**src/rtl/capture_ctrl_if.sv**
```systemverilog
// Capture controller bus: config/trigger/dump handshakes in,
// RAM write/read strobes and status out.
interface capture_ctrl_if #(
    parameter int ADDR_W = 9,
    parameter int DEC_W  = 4
);
    logic [1:0]        mode;
    logic              start;
    logic              adc_vld;
    logic [DEC_W-1:0]  decimator;
    logic              trig;
    logic [ADDR_W-1:0] trig_pos;
    logic              clr_cap_done;
    logic              dump_req;
    logic              dump_ack;

    logic              we;
    logic [ADDR_W-1:0] waddr;
    logic              rd_en;
    logic [ADDR_W-1:0] raddr;
    logic              armed;
    logic              triggered;
    logic              capture_done;
    logic [ADDR_W-1:0] trace_end;
    logic              dump_done;
    logic              busy;

    modport master (
        input  mode, start, adc_vld, decimator, trig, trig_pos,
        input  clr_cap_done, dump_req, dump_ack,
        output we, waddr, rd_en, raddr, armed, triggered,
        output capture_done, trace_end, dump_done, busy
    );

    modport slave (
        output mode, start, adc_vld, decimator, trig, trig_pos,
        output clr_cap_done, dump_req, dump_ack,
        input  we, waddr, rd_en, raddr, armed, triggered,
        input  capture_done, trace_end, dump_done, busy
    );
endinterface

```
**src/rtl/capture_ctrl.sv**
```systemverilog
// Scope capture controller: decimated circular trace capture with
// pre/post-trigger split, normal/auto/single-shot modes and dump.
module capture_ctrl #(
    parameter int DEPTH_LOG2 = 9,
    parameter int DEC_W      = 4,
    parameter int AUTO_TO    = 1024
) (
    input logic            clk,
    input logic            rst_n,
    capture_ctrl_if.master bus
);
    localparam int ADDR_W = DEPTH_LOG2;
    localparam int DEPTH  = 2**DEPTH_LOG2;
    localparam int DCW    = 2**DEC_W - 1;
    localparam int ACW    = $clog2(AUTO_TO + 1);

    typedef enum logic [2:0] {
        S_IDLE, S_PRE, S_ARMED, S_POST, S_DONE, S_DUMP
    } state_t;

    state_t            r_state;
    state_t            w_nxt;
    logic [DCW-1:0]    r_dec_cnt;
    logic [ADDR_W:0]   r_smpl_cnt;
    logic [ADDR_W-1:0] r_post_cnt;
    logic [ACW-1:0]    r_auto_cnt;
    logic [ADDR_W-1:0] r_dump_cnt;
    logic [ADDR_W-1:0] r_waddr;
    logic [ADDR_W-1:0] r_raddr;
    logic [ADDR_W-1:0] r_trace_end;
    logic              r_rd_en;
    logic              r_armed;
    logic              r_triggered;
    logic              r_done;
    logic              r_dump_done;
    logic              r_busy;

    logic [DCW-1:0]    w_dec_max;
    logic              w_keep;
    logic              w_cap;
    logic              w_we;
    logic              w_off;
    logic [ADDR_W:0]   w_smpl_nxt;
    logic              w_pre_full;
    logic [ACW-1:0]    w_auto_nxt;
    logic              w_take;
    logic              w_post_hit;
    logic              w_dump_last;
    logic              w_enter_pre;

    assign w_dec_max = {DCW{1'b1}} >> (DCW - int'(bus.decimator));
    assign w_keep    = bus.adc_vld && (r_dec_cnt == w_dec_max);
    assign w_cap     = (r_state == S_PRE) || (r_state == S_ARMED)
                    || (r_state == S_POST);
    assign w_we      = w_keep && w_cap;
    assign w_off     = (bus.mode == 2'b00);

    // Thresholds include the write of the current cycle.
    assign w_smpl_nxt = r_smpl_cnt + (ADDR_W+1)'(w_we);
    assign w_pre_full = ({1'b0, w_smpl_nxt} + (ADDR_W+2)'(bus.trig_pos))
                     >= (ADDR_W+2)'(DEPTH);
    assign w_auto_nxt = r_auto_cnt + ACW'(w_we);
    assign w_take     = bus.trig || ((bus.mode == 2'b10)
                     && (w_auto_nxt >= ACW'(AUTO_TO)));
    assign w_post_hit = w_we
                     && ((r_post_cnt + ADDR_W'(1)) == bus.trig_pos);
    assign w_dump_last = bus.dump_ack
                      && (r_dump_cnt == ADDR_W'(DEPTH - 1));

    always_comb begin
        w_nxt = r_state;
        unique case (r_state)
            S_IDLE: begin
                if (bus.start && !w_off) w_nxt = S_PRE;
            end
            S_PRE: begin
                if (w_off)           w_nxt = S_IDLE;
                else if (w_pre_full) w_nxt = S_ARMED;
            end
            S_ARMED: begin
                if (w_off) w_nxt = S_IDLE;
                else if (w_take)
                    w_nxt = (bus.trig_pos == '0) ? S_DONE : S_POST;
            end
            S_POST: begin
                if (w_off)           w_nxt = S_IDLE;
                else if (w_post_hit) w_nxt = S_DONE;
            end
            S_DONE: begin
                if (bus.dump_req) w_nxt = S_DUMP;
                else if (bus.clr_cap_done)
                    w_nxt = (bus.mode == 2'b01 || bus.mode == 2'b10)
                          ? S_PRE : S_IDLE;
            end
            S_DUMP: begin
                if (w_dump_last) w_nxt = S_DONE;
            end
            default: w_nxt = S_IDLE;
        endcase
    end

    assign w_enter_pre = (w_nxt == S_PRE) && (r_state != S_PRE);

    always_ff @(posedge clk or negedge rst_n) begin
        if (!rst_n) begin
            r_state     <= S_IDLE;
            r_dec_cnt   <= '0;
            r_smpl_cnt  <= '0;
            r_post_cnt  <= '0;
            r_auto_cnt  <= '0;
            r_dump_cnt  <= '0;
            r_waddr     <= '0;
            r_raddr     <= '0;
            r_trace_end <= '0;
            r_rd_en     <= 1'b0;
            r_armed     <= 1'b0;
            r_triggered <= 1'b0;
            r_done      <= 1'b0;
            r_dump_done <= 1'b0;
            r_busy      <= 1'b0;
        end else begin
            r_state     <= w_nxt;
            r_armed     <= (w_nxt == S_ARMED);
            r_triggered <= (w_nxt == S_POST);
            r_done      <= (w_nxt == S_DONE) || (w_nxt == S_DUMP);
            r_busy      <= (w_nxt != S_IDLE);
            r_dump_done <= 1'b0;

            if (bus.adc_vld)
                r_dec_cnt <= w_keep ? '0 : r_dec_cnt + DCW'(1);

            if (w_we) begin
                r_trace_end <= r_waddr;
                r_waddr     <= r_waddr + ADDR_W'(1);
            end
            if (w_we && r_state == S_PRE)
                r_smpl_cnt <= w_smpl_nxt;
            if (w_we && r_state == S_ARMED
                && r_auto_cnt < ACW'(AUTO_TO))
                r_auto_cnt <= w_auto_nxt;
            if (w_we && r_state == S_POST)
                r_post_cnt <= r_post_cnt + ADDR_W'(1);

            // Re-entry to PRE restarts the trace from address 0.
            if (w_enter_pre) begin
                r_dec_cnt  <= '0;
                r_smpl_cnt <= '0;
                r_post_cnt <= '0;
                r_auto_cnt <= '0;
                r_waddr    <= '0;
            end

            if (r_state == S_DONE && w_nxt == S_DUMP) begin
                r_raddr    <= r_trace_end + ADDR_W'(1);
                r_rd_en    <= 1'b1;
                r_dump_cnt <= '0;
            end
            if (r_state == S_DUMP && bus.dump_ack) begin
                r_raddr    <= r_raddr + ADDR_W'(1);
                r_dump_cnt <= r_dump_cnt + ADDR_W'(1);
                if (w_dump_last) begin
                    r_rd_en     <= 1'b0;
                    r_dump_done <= 1'b1;
                end
            end
        end
    end

    assign bus.we           = w_we;
    assign bus.waddr        = r_waddr;
    assign bus.rd_en        = r_rd_en;
    assign bus.raddr        = r_raddr;
    assign bus.armed        = r_armed;
    assign bus.triggered    = r_triggered;
    assign bus.capture_done = r_done;
    assign bus.trace_end    = r_trace_end;
    assign bus.dump_done    = r_dump_done;
    assign bus.busy         = r_busy;
endmodule

```
**src/flat_wrapper.sv**
```systemverilog
// flat-port wrapper written by rule: the top's interface ports become plain ports
module capture_ctrl_flat 
#(
    parameter int DEPTH_LOG2 = 9,
    parameter int DEC_W      = 4,
    parameter int AUTO_TO    = 1024
)
  (clk, rst_n, bus_mode, bus_start, bus_adc_vld, bus_decimator, bus_trig, bus_trig_pos, bus_clr_cap_done, bus_dump_req, bus_dump_ack, bus_we, bus_waddr, bus_rd_en, bus_raddr, bus_armed, bus_triggered, bus_capture_done, bus_trace_end, bus_dump_done, bus_busy);
  capture_ctrl_if #(.ADDR_W(9), .DEC_W(DEC_W)) bus_i ();
  input logic clk;
  input logic rst_n;
  input wire logic [$bits(bus_i.mode)-1:0] bus_mode;
  input wire logic [$bits(bus_i.start)-1:0] bus_start;
  input wire logic [$bits(bus_i.adc_vld)-1:0] bus_adc_vld;
  input wire logic [$bits(bus_i.decimator)-1:0] bus_decimator;
  input wire logic [$bits(bus_i.trig)-1:0] bus_trig;
  input wire logic [$bits(bus_i.trig_pos)-1:0] bus_trig_pos;
  input wire logic [$bits(bus_i.clr_cap_done)-1:0] bus_clr_cap_done;
  input wire logic [$bits(bus_i.dump_req)-1:0] bus_dump_req;
  input wire logic [$bits(bus_i.dump_ack)-1:0] bus_dump_ack;
  output wire logic [$bits(bus_i.we)-1:0] bus_we;
  output wire logic [$bits(bus_i.waddr)-1:0] bus_waddr;
  output wire logic [$bits(bus_i.rd_en)-1:0] bus_rd_en;
  output wire logic [$bits(bus_i.raddr)-1:0] bus_raddr;
  output wire logic [$bits(bus_i.armed)-1:0] bus_armed;
  output wire logic [$bits(bus_i.triggered)-1:0] bus_triggered;
  output wire logic [$bits(bus_i.capture_done)-1:0] bus_capture_done;
  output wire logic [$bits(bus_i.trace_end)-1:0] bus_trace_end;
  output wire logic [$bits(bus_i.dump_done)-1:0] bus_dump_done;
  output wire logic [$bits(bus_i.busy)-1:0] bus_busy;
  assign bus_i.mode = bus_mode;
  assign bus_i.start = bus_start;
  assign bus_i.adc_vld = bus_adc_vld;
  assign bus_i.decimator = bus_decimator;
  assign bus_i.trig = bus_trig;
  assign bus_i.trig_pos = bus_trig_pos;
  assign bus_i.clr_cap_done = bus_clr_cap_done;
  assign bus_i.dump_req = bus_dump_req;
  assign bus_i.dump_ack = bus_dump_ack;
  assign bus_we = bus_i.we;
  assign bus_waddr = bus_i.waddr;
  assign bus_rd_en = bus_i.rd_en;
  assign bus_raddr = bus_i.raddr;
  assign bus_armed = bus_i.armed;
  assign bus_triggered = bus_i.triggered;
  assign bus_capture_done = bus_i.capture_done;
  assign bus_trace_end = bus_i.trace_end;
  assign bus_dump_done = bus_i.dump_done;
  assign bus_busy = bus_i.busy;
  capture_ctrl #(.DEPTH_LOG2(DEPTH_LOG2), .DEC_W(DEC_W), .AUTO_TO(AUTO_TO)) u_core (.clk(clk), .rst_n(rst_n), .bus(bus_i));
endmodule
```
**config.mk**
```make
export PLATFORM = sky130hd
export DESIGN_NAME = capture_ctrl_flat
export DESIGN_NICKNAME = d
export VERILOG_FILES = /design/src/rtl/capture_ctrl_if.sv /design/src/rtl/capture_ctrl.sv /design/src/flat_wrapper.sv
export SDC_FILE = /design/constraint.sdc
export NUM_CORES = 1
export LEC_CHECK = 0
export BUFFER_PORTS_ARGS = -buffer_cell sky130_fd_sc_hd__buf_2
export CAP_MARGIN = 20
export CORE_ASPECT_RATIO = 1.2
export CORE_MARGIN = 1
export CORE_UTILIZATION = 30
export DETAILED_ROUTE_END_ITERATION = 10
export SYNTH_ARGS = -nofsm -noshare
export SYNTH_HDL_FRONTEND = slang
export SYNTH_SLANG_ARGS = --single-unit
```
**constraint.sdc**
```tcl
create_clock -name clk -period 5.9 [get_ports clk]
set_input_delay 0.59 -clock clk [delete_from_list [all_inputs] [get_ports clk]]
set_output_delay 0.59 -clock clk [all_outputs]
set_load 0.005 [all_outputs]
```
# --- Word level (Yosys, flattened, before mapping) ---
# Cells that the tools add are included.
word_totals:
  out_inout_bits: 34
  word_cells: 107
  input_bits: 23
  register_bits: 90
op_classes:
  shifts: 1
  reduce_logical: 29
  muxes: 33
  n_lt_le_gt_ge: 3
  add_sub_neg: 10
  eq_ne: 16
op_table:
  columns: ["cell", "count"]
  rows:
  - ["9-bit 2-to-1 mux", 8]
  - ["9-bit by 1-bit adder with 9-bit output, second input constant", 5]
  - ["15-bit 2-to-1 mux", 3]
  - ["3-bit 2-to-1 mux", 11]
  - ["15-bit by 32-bit right shift with 15-bit output, first input constant", 1]
  - ["11-bit 2-to-1 mux", 2]
  - ["10-bit 2-to-1 mux", 2]
  - ["3-bit case mux with 6 select lines", 1]
  - ["15-bit by 1-bit adder with 15-bit output, second input constant", 1]
  - ["15-bit equality test", 1]
  - ["1-bit logical AND", 13]
  - ["3-bit by 2-bit equality test with 1-bit output, second input constant", 4]
  - ["3-bit equality test, second input constant", 4]
  - ["2-bit nonzero test", 6]
  - ["10-bit by 9-bit adder with 11-bit output", 1]
  - ["11-bit by 1-bit adder with 11-bit output", 1]
  - ["11-bit by 10-bit greater-or-equal comparator with 1-bit output, second input constant", 1]
  - ["11-bit greater-or-equal comparator, second input constant", 1]
  - ["11-bit < comparator, second input constant", 1]
  - ["10-bit by 1-bit adder with 10-bit output", 1]
  - ["9-bit equality test", 1]
  - ["9-bit equality test, second input constant", 1]
  - ["9-bit zero test", 1]
  - ["3-bit by 1-bit equality test with 1-bit output, second input constant", 2]
  - ["other kinds (10)", 19]

# --- Longest topological paths before layout ---
# Gate-level depths: netlist of the first run.
logic_depth:
  word_depth: 17
  ltp_mapped: 22
  mapped_depth_nobuf: 18

# --- Least setup slack after synthesis of the first run ---
# No wires, ideal clock.
synth_path:
  path_type: "input-to-reg"
  from: "in bus_decimator[1]"
  to: "reg u_core.r_raddr[7] (netlist: u_core.bus.raddr[7])"
  arrival_time_ns: 5.146
  setup_time_ns: 0.094
  t_required_ns: 5.806
  path_stages: 19
  n_path_buf: 2
  setup_slack_ns: 0.660
  path_cell_list: "buf_6 -> or2_4 -> or4_4 -> a221oi_4 -> nand4b_1 -> nor2_1 -> ha_1 -> ha_1 -> nand4_1 -> xnor2_1 -> ha_1 -> a211oi_1 -> o211a_1 -> or3b_1 -> mux2i_1 -> o21ai_1 -> buf_2 -> mux2_2 -> a211oi_1"
synth_between:
  elab_chain_cells: 15
  elab_cells_between_ends: 23
  classes_between: "add/sub (4); order compare (2); eq/ne (2); shift (1); mux (7); reduce/logical (7)"
synth_rtl:
  columns: ["item", "line_no", "rtl"]
  rows:
  - ["from (decl)", "flat_wrapper.sv:15", "input wire logic [$bits(bus_i.decimator)-1:0] bus_decimator;"]
  - ["4-bit by 4-bit subtractor with 5-bit output (*)", "capture_ctrl.sv:51", "assign w_dec_max = {DCW{1'b1}} >> (DCW - int'(bus.decimator));"]
  - ["15-bit by 32-bit right shift with 15-bit output (*)", "capture_ctrl.sv:51", null]
  - ["15-bit equality test (*)", "capture_ctrl.sv:52", "assign w_keep = bus.adc_vld && (r_dec_cnt == w_dec_max);"]
  - ["1-bit logical AND (*)", "capture_ctrl.sv:52", null]
  - ["1-bit logical AND (*)", "capture_ctrl.sv:55", "assign w_we = w_keep && w_cap;"]
  - ["net bus_we", "flat_wrapper.sv:21", "output wire logic [$bits(bus_i.we)-1:0] bus_we;"]
  - ["branches (longest 6 deep; another with 10-bit by 9-bit adder with 11-bit output)", null, null]
  - ["3-bit case mux with 6 select lines (*)", "capture_ctrl.sv:72", "unique case (r_state)"]
  - ["3-bit equality test (*)", "capture_ctrl.sv:153", "if (r_state == S_DONE && w_nxt == S_DUMP) begin"]
  - ["1-bit logical AND (*)", "capture_ctrl.sv:153", null]
  - ["2-bit nonzero test (no line) (*)", null, null]
  - ["to (signal assigned)", "capture_ctrl.sv:154", "r_raddr <= r_trace_end + ADDR_W'(1);"]
  - ["to (signal assigned)", "capture_ctrl.sv:159", "r_raddr <= r_raddr + ADDR_W'(1);"]
  - ["to (decl)", "capture_ctrl.sv:29", "logic [ADDR_W-1:0] r_raddr;"]
# Mark *: on every way through the listed nets, which the timed path passes.
# A chain may end at the register's enable or synchronous reset.

# --- Final worst setup path of the first run ---
layout_path:
  from: "in bus_decimator[3]"
  to: "reg u_core.r_raddr[1] (netlist: u_core.bus.raddr[1])"
layout_between:
  elab_chain_cells: 15
  elab_cells_between_ends: 23
  classes_between: "add/sub (4); order compare (2); eq/ne (2); shift (1); mux (7); reduce/logical (7)"
layout_rtl:
  columns: ["item", "line_no"]
  rows:
  - ["4-bit by 4-bit subtractor with 5-bit output (*)", "capture_ctrl.sv:51"]
  - ["15-bit by 32-bit right shift with 15-bit output (*)", "capture_ctrl.sv:51"]
  - ["15-bit equality test (*)", "capture_ctrl.sv:52"]
  - ["1-bit logical AND (*)", "capture_ctrl.sv:52"]
  - ["1-bit logical AND (*)", "capture_ctrl.sv:55"]
  - ["branches (longest 6 deep; another with 10-bit by 9-bit adder with 11-bit output)", null]
  - ["3-bit case mux with 6 select lines (*)", "capture_ctrl.sv:72"]
  - ["3-bit equality test (*)", "capture_ctrl.sv:153"]
  - ["1-bit logical AND (*)", "capture_ctrl.sv:153"]
  - ["2-bit nonzero test (no line) (*)", null]
# Every way passes the cells marked *.

==> flow_summary.yaml, run 1 <==
sta:
  final_setup_vio_count: 0
  grt_setup_unrepaired: "false"
  finalWorstPathRequiredPeriod_ns: 5.446
  worst_slew_pin_slew_ns: 0.9286
  maximum_achievable_frequency_mhz: 183.6
  worst_hold_slack_ns: 0.2107
  timing.final.max_slew_violations: 0
  finalSetupTns_ns: 0
  clock_skew_ns: 0.01188
  timing.final.crit_share_pct: 92.31
  timing.max_slew.rel_slack_pct: 38.09
  report.final.hold_viol_count: 0
  finalWorstSetupSlack_ns: 0.4537
yosys:
  syn_area_per_cell_um2: 8.758
  synth_top_cell_by_area: "dfrtp_1"
  synthMostInstantiatedCell: "dfrtp_1"
  flip_flop_and_latch_count_after_synthesis: 90
  yosys-top-cells-count: "90 x dfrtp_1, 52 x nand3_1, 51 x a21oi_1"
  synth.distinct_cells: 65
  number_of_flops_mapped_to_enable_cells_by_yosys: 0
  synth_top_area_share_pct: 37.76
  async_flop_share_pct: 100.0
  netlist_area_pre_place_mm2: 0.005964
  ys.flop_type: "dfrtp_1"
  synth_top_cells_by_area: "dfrtp_1 38%, ha_1 5.2%, nand3_1 4.4%"
  synthesis.nets: 730
  syn-instance-count: 681
  synth.yosys.warnings: 0
  seq_area_frac_synth_pct: 37.76
setup_path:
  cp-startpoint: "bus_decimator[3]"
  path_common_cell: "ha_1"
  worstPathMaxFanout: 25
  timing.rr.start: "u_core.r_dec_cnt[0]"
  cp_data_arrival_time_ns: 5.68
  critical_path.startpoint_type: "input port"
  timing.critical_path.required_ns: 6.13
  critPathSlowestCell: "o21ai_2"
  critical_path.reg2reg.endpoint: "u_core.bus.raddr[1]"
  crit_path_max_incr_delay_ns: 0.73
  worstSetupEndpointType: "flip-flop"
  worst-r2r-cell-count: 17
  rrSetupSlack_ns: 0.65
  crit_chain: "buf_2 > or2_2 > or4_4 > a221oi_4 > nand4b_1 > nor2_1 > ha_1 > ha_1 > nand4_1 > xnor2_1 > ha_1 > nand4_1 > a211oi_1 > or3b_1 > mux2i_1 > buf_4 > o21ai_2 > nand2_1 > mux2_2"
  timing.setup.critical_path_class: "input port to flip-flop"
job:
  drv_cap: 0
grt:
  gr-total-overflow: 0
  first_global_vias: 4878
  grt_antenna_before_repair: 0
  grt_start_max_net_pins: 54
  grt_pass1_wl_um: 24650
  grt_use_total_pct: 15.32
die:
  fp.dieArea_mm2: 0.02045
  core-area_mm2: 0.01948
  io_pins: 57
  dieHeight_um: 156.5
  placementRows: 56
  initial_core_util_pct: 30.62
  die_w_um: 130.7
clock_network:
  clock_sink_count: 90
  hold_fix_buffer_count_after_cts: 0
  numCtsBuffers: 9
  cts_tree: "done"
  htreeDepth: 3
  clk_root_buffer_cell: "clkbuf_16"
  cts_buffer_depth: 2
  cts_post_setup_buffers_inserted: 0
  clkLatencyLatePin_ns: 0.35
  cts.clk_slew.worst_paths_ns: 0.06
  cts_repair_resize_count: 0
route:
  route.vias.total: 5129
  drt-initial-drc-count: 403
  wl_per_cell_um: 14.90
  detail_route.wirelength_um: 14620
  antenna_left: 0
  detailed_routing_iteration_count_for_the_pre_antenna_repair_pass: 4
  drc: 0
  via_per_inst: 5.228
layout:
  fill_cells: 2093
  final-instance-count-excl-fill: 981
  diodes_inserted: 0
  postLayoutCoreUtil_pct: 34.85
  stdcell_area_mm2: 0.006789
  nets: 766
  flow.area_growth_from_synthesis_pct: 13.82
  drive_gt1_share_pct: 14.58
placed_design:
  buffers_on_ports: 56
  dp_cells: 967
  pre_cts_slack_ns: 0.1292
  hpwl_um: 10590
  gp_routability_congestion: 0.8500
  dpl-instance-area_mm2: 0.006472
power_and_ir_drop:
  design_power_total_mw: 1.491
  max-vdd-ir-drop_mv: 0.1407
  cellLeakagePower_nw: 2.923
  cellPowerDensity_mw_per_mm2: 219.6
hold_path:
  min_path_type: "input port to async pin"
run_status:
  status: "completed"
-- cells by family (layout without fill, tap and decap cells) --
logic type               Yosys count  count (layout)  synth area share [%]
adder cells (fa/ha/maj)           26              26                 5.580
XOR/XNOR                          39              39                 5.853
AND/OR/NAND/NOR                  272             272                 24.44
AO/OA/AOI/OAI                    173             173                 18.44
multiplexers                      18              18                 3.252
buffers and inverters             63             102                 4.678
flip-flops                        90              90                 37.76
-- registers in the layout, indices dropped and copies added, names as in the netlist --
name	cells
u_core.bus.waddr	9
u_core.r_post_cnt	9
u_core.bus.trace_end	9
u_core.bus.rd_en	1
u_core.bus.capture_done	1
u_core.r_dec_cnt	15
u_core.r_dump_cnt	9
u_core.bus.busy	1
u_core.bus.dump_done	1
u_core.r_state	3
u_core.bus.raddr	9
u_core.r_auto_cnt	11
u_core.r_smpl_cnt	10
u_core.bus.armed	1
u_core.bus.triggered	1
-- final cells by class --
class | count | area [µm²] | share of cell area, %
multi-input combinational | 528 | 3437 | 50.63
sequential | 90 | 2252 | 33.17
timing repair buffer | 67 | 377.9 | 5.566
tap | 261 | 326.6 | 4.810
clock buffer | 10 | 239.0 | 3.520
inverter | 21 | 78.83 | 1.161
clock inverter | 4 | 77.57 | 1.143
-- cells in the final DEF, fill, tap and decap left out, types with 3 or more instances in the layout --
master and n:
and3_1 9, or3_1 30, a21o_1 6, o21bai_1 4, buf_2 55, nor3_1 16
o31ai_1 9, a311oi_1 6, nand3b_1 3, or4_1 9, clkbuf_16 9, dfrtp_1 90
inv_1 21, a31oi_1 9, nor2_1 50, o211ai_1 3, buf_4 11, mux2i_1 7
a21boi_0 3, a21oi_1 51, or2_2 3, ha_1 25, nor3b_1 6, nand2_1 49
mux2_2 11, o21a_1 6, xnor2_1 24, xor2_1 14, nand4_1 16, o21ai_0 47
a211oi_1 12, nand3_1 52, nand2b_1 7, nor4_1 4
-- how the worst max path moves through the flow --
stage	endpoint	slack, ns	depth (start not counted)
6_report	u_core.bus.raddr[1]	0.45	19
5_1_grt	u_core.bus.raddr[1]	0.02	19
4_1_cts	u_core.bus.raddr[1]	0.45	19
3_5_place_dp	u_core.bus.raddr[1]	0.13	19
3_3_place_gp	u_core.bus.raddr[1]	0.27	19
2_1_floorplan	u_core.bus.raddr[7]	0.66	19
-- power breakdown --
group	internal [mW]	switching (mW)
registers	0.632	0.0266
logic	0.0762	0.133
clock network	0.380	0.244
total	1.09	0.403
-- routing by layer --
layer | share of wire, % | wire [µm] | track usage, %
met5 | 0 | 0 | 0
met4 | 1.4 | 204 | 5.200
met3 | 3.0 | 444 | 2.906
met2 | 48 | 7031 | 24.97
met1 | 47 | 6937 | 20.12
-- critical path: cells and delay by family --
family | cells | cell delay, ns
simple gates | 8 | 1.91
compound gates | 3 | 1.44
fa+ha+maj | 3 | 0.78
mux | 2 | 0.39
buf+inv | 2 | 0.38
xor+xnor | 1 | 0.17
Note: power is estimated with default switching activity, not from simulation.
==> inputs of run 2 (changes only) <==
--- a/config.mk
+++ b/config.mk
@@ -10,6 +10,7 @@
 export CORE_ASPECT_RATIO = 1.2
 export CORE_MARGIN = 1
 export CORE_UTILIZATION = 30
+export CTS_BUF_LIST = sky130_fd_sc_hd__clkbuf_8
 export DETAILED_ROUTE_END_ITERATION = 10
 export SYNTH_ARGS = -nofsm -noshare
 export SYNTH_HDL_FRONTEND = slang
==> constraint.sdc (replaced) <==
create_clock -name clk -period 5.3 [get_ports clk]
set_input_delay 0.53 -clock clk [delete_from_list [all_inputs] [get_ports clk]]
set_output_delay 0.53 -clock clk [all_outputs]
set_load 0.005 [all_outputs]
==> run 2 against run 1 <==
Effect of this change:
- register-to-register slack worse by 0.26 ns
- critical path depth up 1
- sequential share of layout area about the same
- final cell count up 1.7%
- sequential cell count unchanged
- critical path type unchanged
- largest cell class unchanged
==> flow_summary.yaml, run 2 (synthesis gave the netlist of run 1 again) <==
power_and_ir_drop:
  cellLeakagePower_nw: 2.945
  netSwitchingPower_uw: 452.1
  power.share.clock_pct: 34.6
  internal-power_mw: 1.041
  cellPowerDensity_mw_per_mm2: 219.8
  combinationalPowerShare_pct: 16.3
  netSwitchingFraction_pct: 30.29
  p_seq_share_pct: 49.0
  max-vdd-ir-drop_mv: 0.1126
route:
  route.vias.total: 5194
  via_per_inst: 5.204
  detail_route.wirelength_um: 14830
  drc: 0
  detailed_routing_iteration_count_for_the_pre_antenna_repair_pass: 5
  wl_per_cell_um: 14.86
  drt-initial-drc-count: 328
  antenna_left: 0
setup_path:
  critical_path.reg2reg.endpoint: "u_core.r_smpl_cnt[0]"
  worstSetupEndpointType: "flip-flop"
  worstPathMaxFanout: 9
  cp_data_arrival_time_ns: 5.15
  critical_path.startpoint_type: "input port"
  critical_path.endpoint: "u_core.r_smpl_cnt[0]"
  rrSetupSlack_ns: 0.39
  cp-startpoint: "bus_decimator[2]"
  timing.setup.critical_path_class: "input port to flip-flop"
  timing.rr.start: "u_core.r_dec_cnt[13]"
  timing.critical_path.required_ns: 5.54
  worst-r2r-cell-count: 18
layout:
  diodes_inserted: 0
  registers.top_by_ff_count: "u_core.r_dec_cnt"
  postLayoutCoreUtil_pct: 34.87
  footprint_of_the_multi_input_gates_mm2: 0.003445
  layout.area.seq_mm2: 0.002252
  nets: 781
  final_cell_mix: "90 x dfrtp_1, 55 x buf_2, 52 x nand3_1"
  biggestRegsByFlops: "u_core.r_dec_cnt: 15 flops, u_core.r_auto_cnt: 11 flops, u_core.r_smpl_cnt: 10 flops"
  most_common_cell_after_layout_fill_and_taps_aside: "dfrtp_1"
  flow.area_growth_from_synthesis_pct: 13.87
  fill_cells: 2100
  stdcell_area_mm2: 0.006792
  drive_gt1_share_pct: 16.55
  largest_register_ffs: 15
sta:
  timing.final.crit_share_pct: 92.73
  worst_slew_pin_slew_ns: 0.7194
  final_setup_vio_count: 0
  maximum_achievable_frequency_mhz: 203.5
  finalSetupTns_ns: 0
  clock_skew_ns: 0.01199
  grt_setup_unrepaired: "false"
  timing.max_slew.rel_slack_pct: 52.04
  report.final.hold_viol_count: 0
  timing.final.max_slew_violations: 0
  finalWorstPathRequiredPeriod_ns: 4.915
clock_network:
  cts.clk_slew.worst_paths_ns: 0.10
  clk_root_buffer_cell: "clkbuf_8"
  cts_repair_resize_count: 0
  hold_fix_buffer_count_after_cts: 0
  clkLatencyLatePin_ns: 0.38
  cts_post_setup_buffers_inserted: 0
  cts_buffer_depth: 2
  cts_tree: "done"
  htreeDepth: 3
  numCtsBuffers: 9
  clock_sink_count: 90
die:
  initial_core_util_pct: 30.62
  fp.dieArea_mm2: 0.02045
  placementRows: 56
  core-area_mm2: 0.01948
  io_pins: 57
  dieHeight_um: 156.5
  die_w_um: 130.7
placed_design:
  hpwl_um: 10860
  dpl-instance-area_mm2: 0.006573
  gp_routability_congestion: 0.8107
  buffers_on_ports: 56
run_status:
  status: "completed"
grt:
  grt_use_total_pct: 15.66
  grt_antenna_before_repair: 0
  first_global_vias: 4946
  grt_pass1_wl_um: 25300
  gr-total-overflow: 0
  grt_start_max_net_pins: 48
job:
  drv_cap: 0
hold_path:
  min_path_type: "input port to async pin"
## run 2: cell count changes in the layout (fill, tap and decap cells not counted), sizes merged
cell | previous run | this run
buf | 67 | 82
bufinv | 2 | 1
clkbuf | 10 | 11
clkinvlp | 0 | 1
inv | 21 | 22
## run 2: cell type report
| type | instances | share of cell area, % |
|---|---|---|
| tap | 261 | 4.808 |
| inverter | 21 | 1.161 |
| timing repair buffer | 82 | 7.038 |
| clock buffer | 11 | 2.229 |
| sequential | 90 | 33.16 |
| multi-input combinational | 528 | 50.72 |
| clock inverter | 5 | 0.8843 |
## run 2: per-stage QoR
stage / hold slack [ns] / std cells / total power [mW] / setup slack (ns)
after floorplan: 0.2344 / 681 / 0.8856 / 0.1199
after global placement: 0.4863 / 982 / 0.9900 / -0.01895
after detailed placement: 0.4956 / 982 / 0.9919 / -0.1241
after CTS: 0.1639 / 998 / 1.514 / 0.2724
after global routing: 0.1755 / 998 / 1.575 / 0.04525
final: 0.1435 / 998 / 1.493 / 0.3854
## run 2: worst max-delay path: stages
cell and delay (ns):
buf_2 0.15, or2_2 0.30, or4_4 0.43, a221oi_4 0.31, nand4b_1 0.19, nor2_1 0.23, ha_1 0.23, ha_1 0.23
nand4_1 0.16, xnor2_1 0.17, ha_1 0.29, a211oi_1 0.26, o211a_1 0.21, or3b_1 0.34, mux2i_1 0.37, buf_4 0.22
o221ai_1 0.15, buf_4 0.20, nand3_1 0.07, o21ai_0 0.11
## run 2: how the worst min path moves through the flow
| stage | to | cells after the start | slack [ns] | start |
|---|---|---|---|---|
| global route | u_core.r_auto_cnt[2] | 1 | 0.18 | rst_n |
| finish | u_core.r_auto_cnt[2] | 1 | 0.14 | rst_n |
| detailed placement | u_core.r_dump_cnt[8] | 2 | 0.50 | u_core.r_dump_cnt[8] |
| floorplan | u_core.bus.armed | 0 | 0.23 | rst_n |
| global placement | u_core.r_dump_cnt[8] | 2 | 0.49 | u_core.r_dump_cnt[8] |
| CTS | u_core.r_auto_cnt[2] | 1 | 0.16 | rst_n |
## run 2: layer usage
layer / global-route usage [%] / wire length, µm
met1: 21.34 / 7113
met2: 24.69 / 6957
met3: 3.145 / 554
met4: 4.871 / 208
met5: 0 / 0
## run 2: power by group through the flow
| stage | clock network [mW] | logic [mW] | registers [mW] |
|---|---|---|---|
| floorplan | 0 | 0.157 | 0.728 |
| global placement | 0 | 0.244 | 0.746 |
| detailed placement | 0 | 0.246 | 0.746 |
| CTS | 0.535 | 0.247 | 0.732 |
| global route | 0.563 | 0.275 | 0.736 |
| finish | 0.517 | 0.244 | 0.732 |
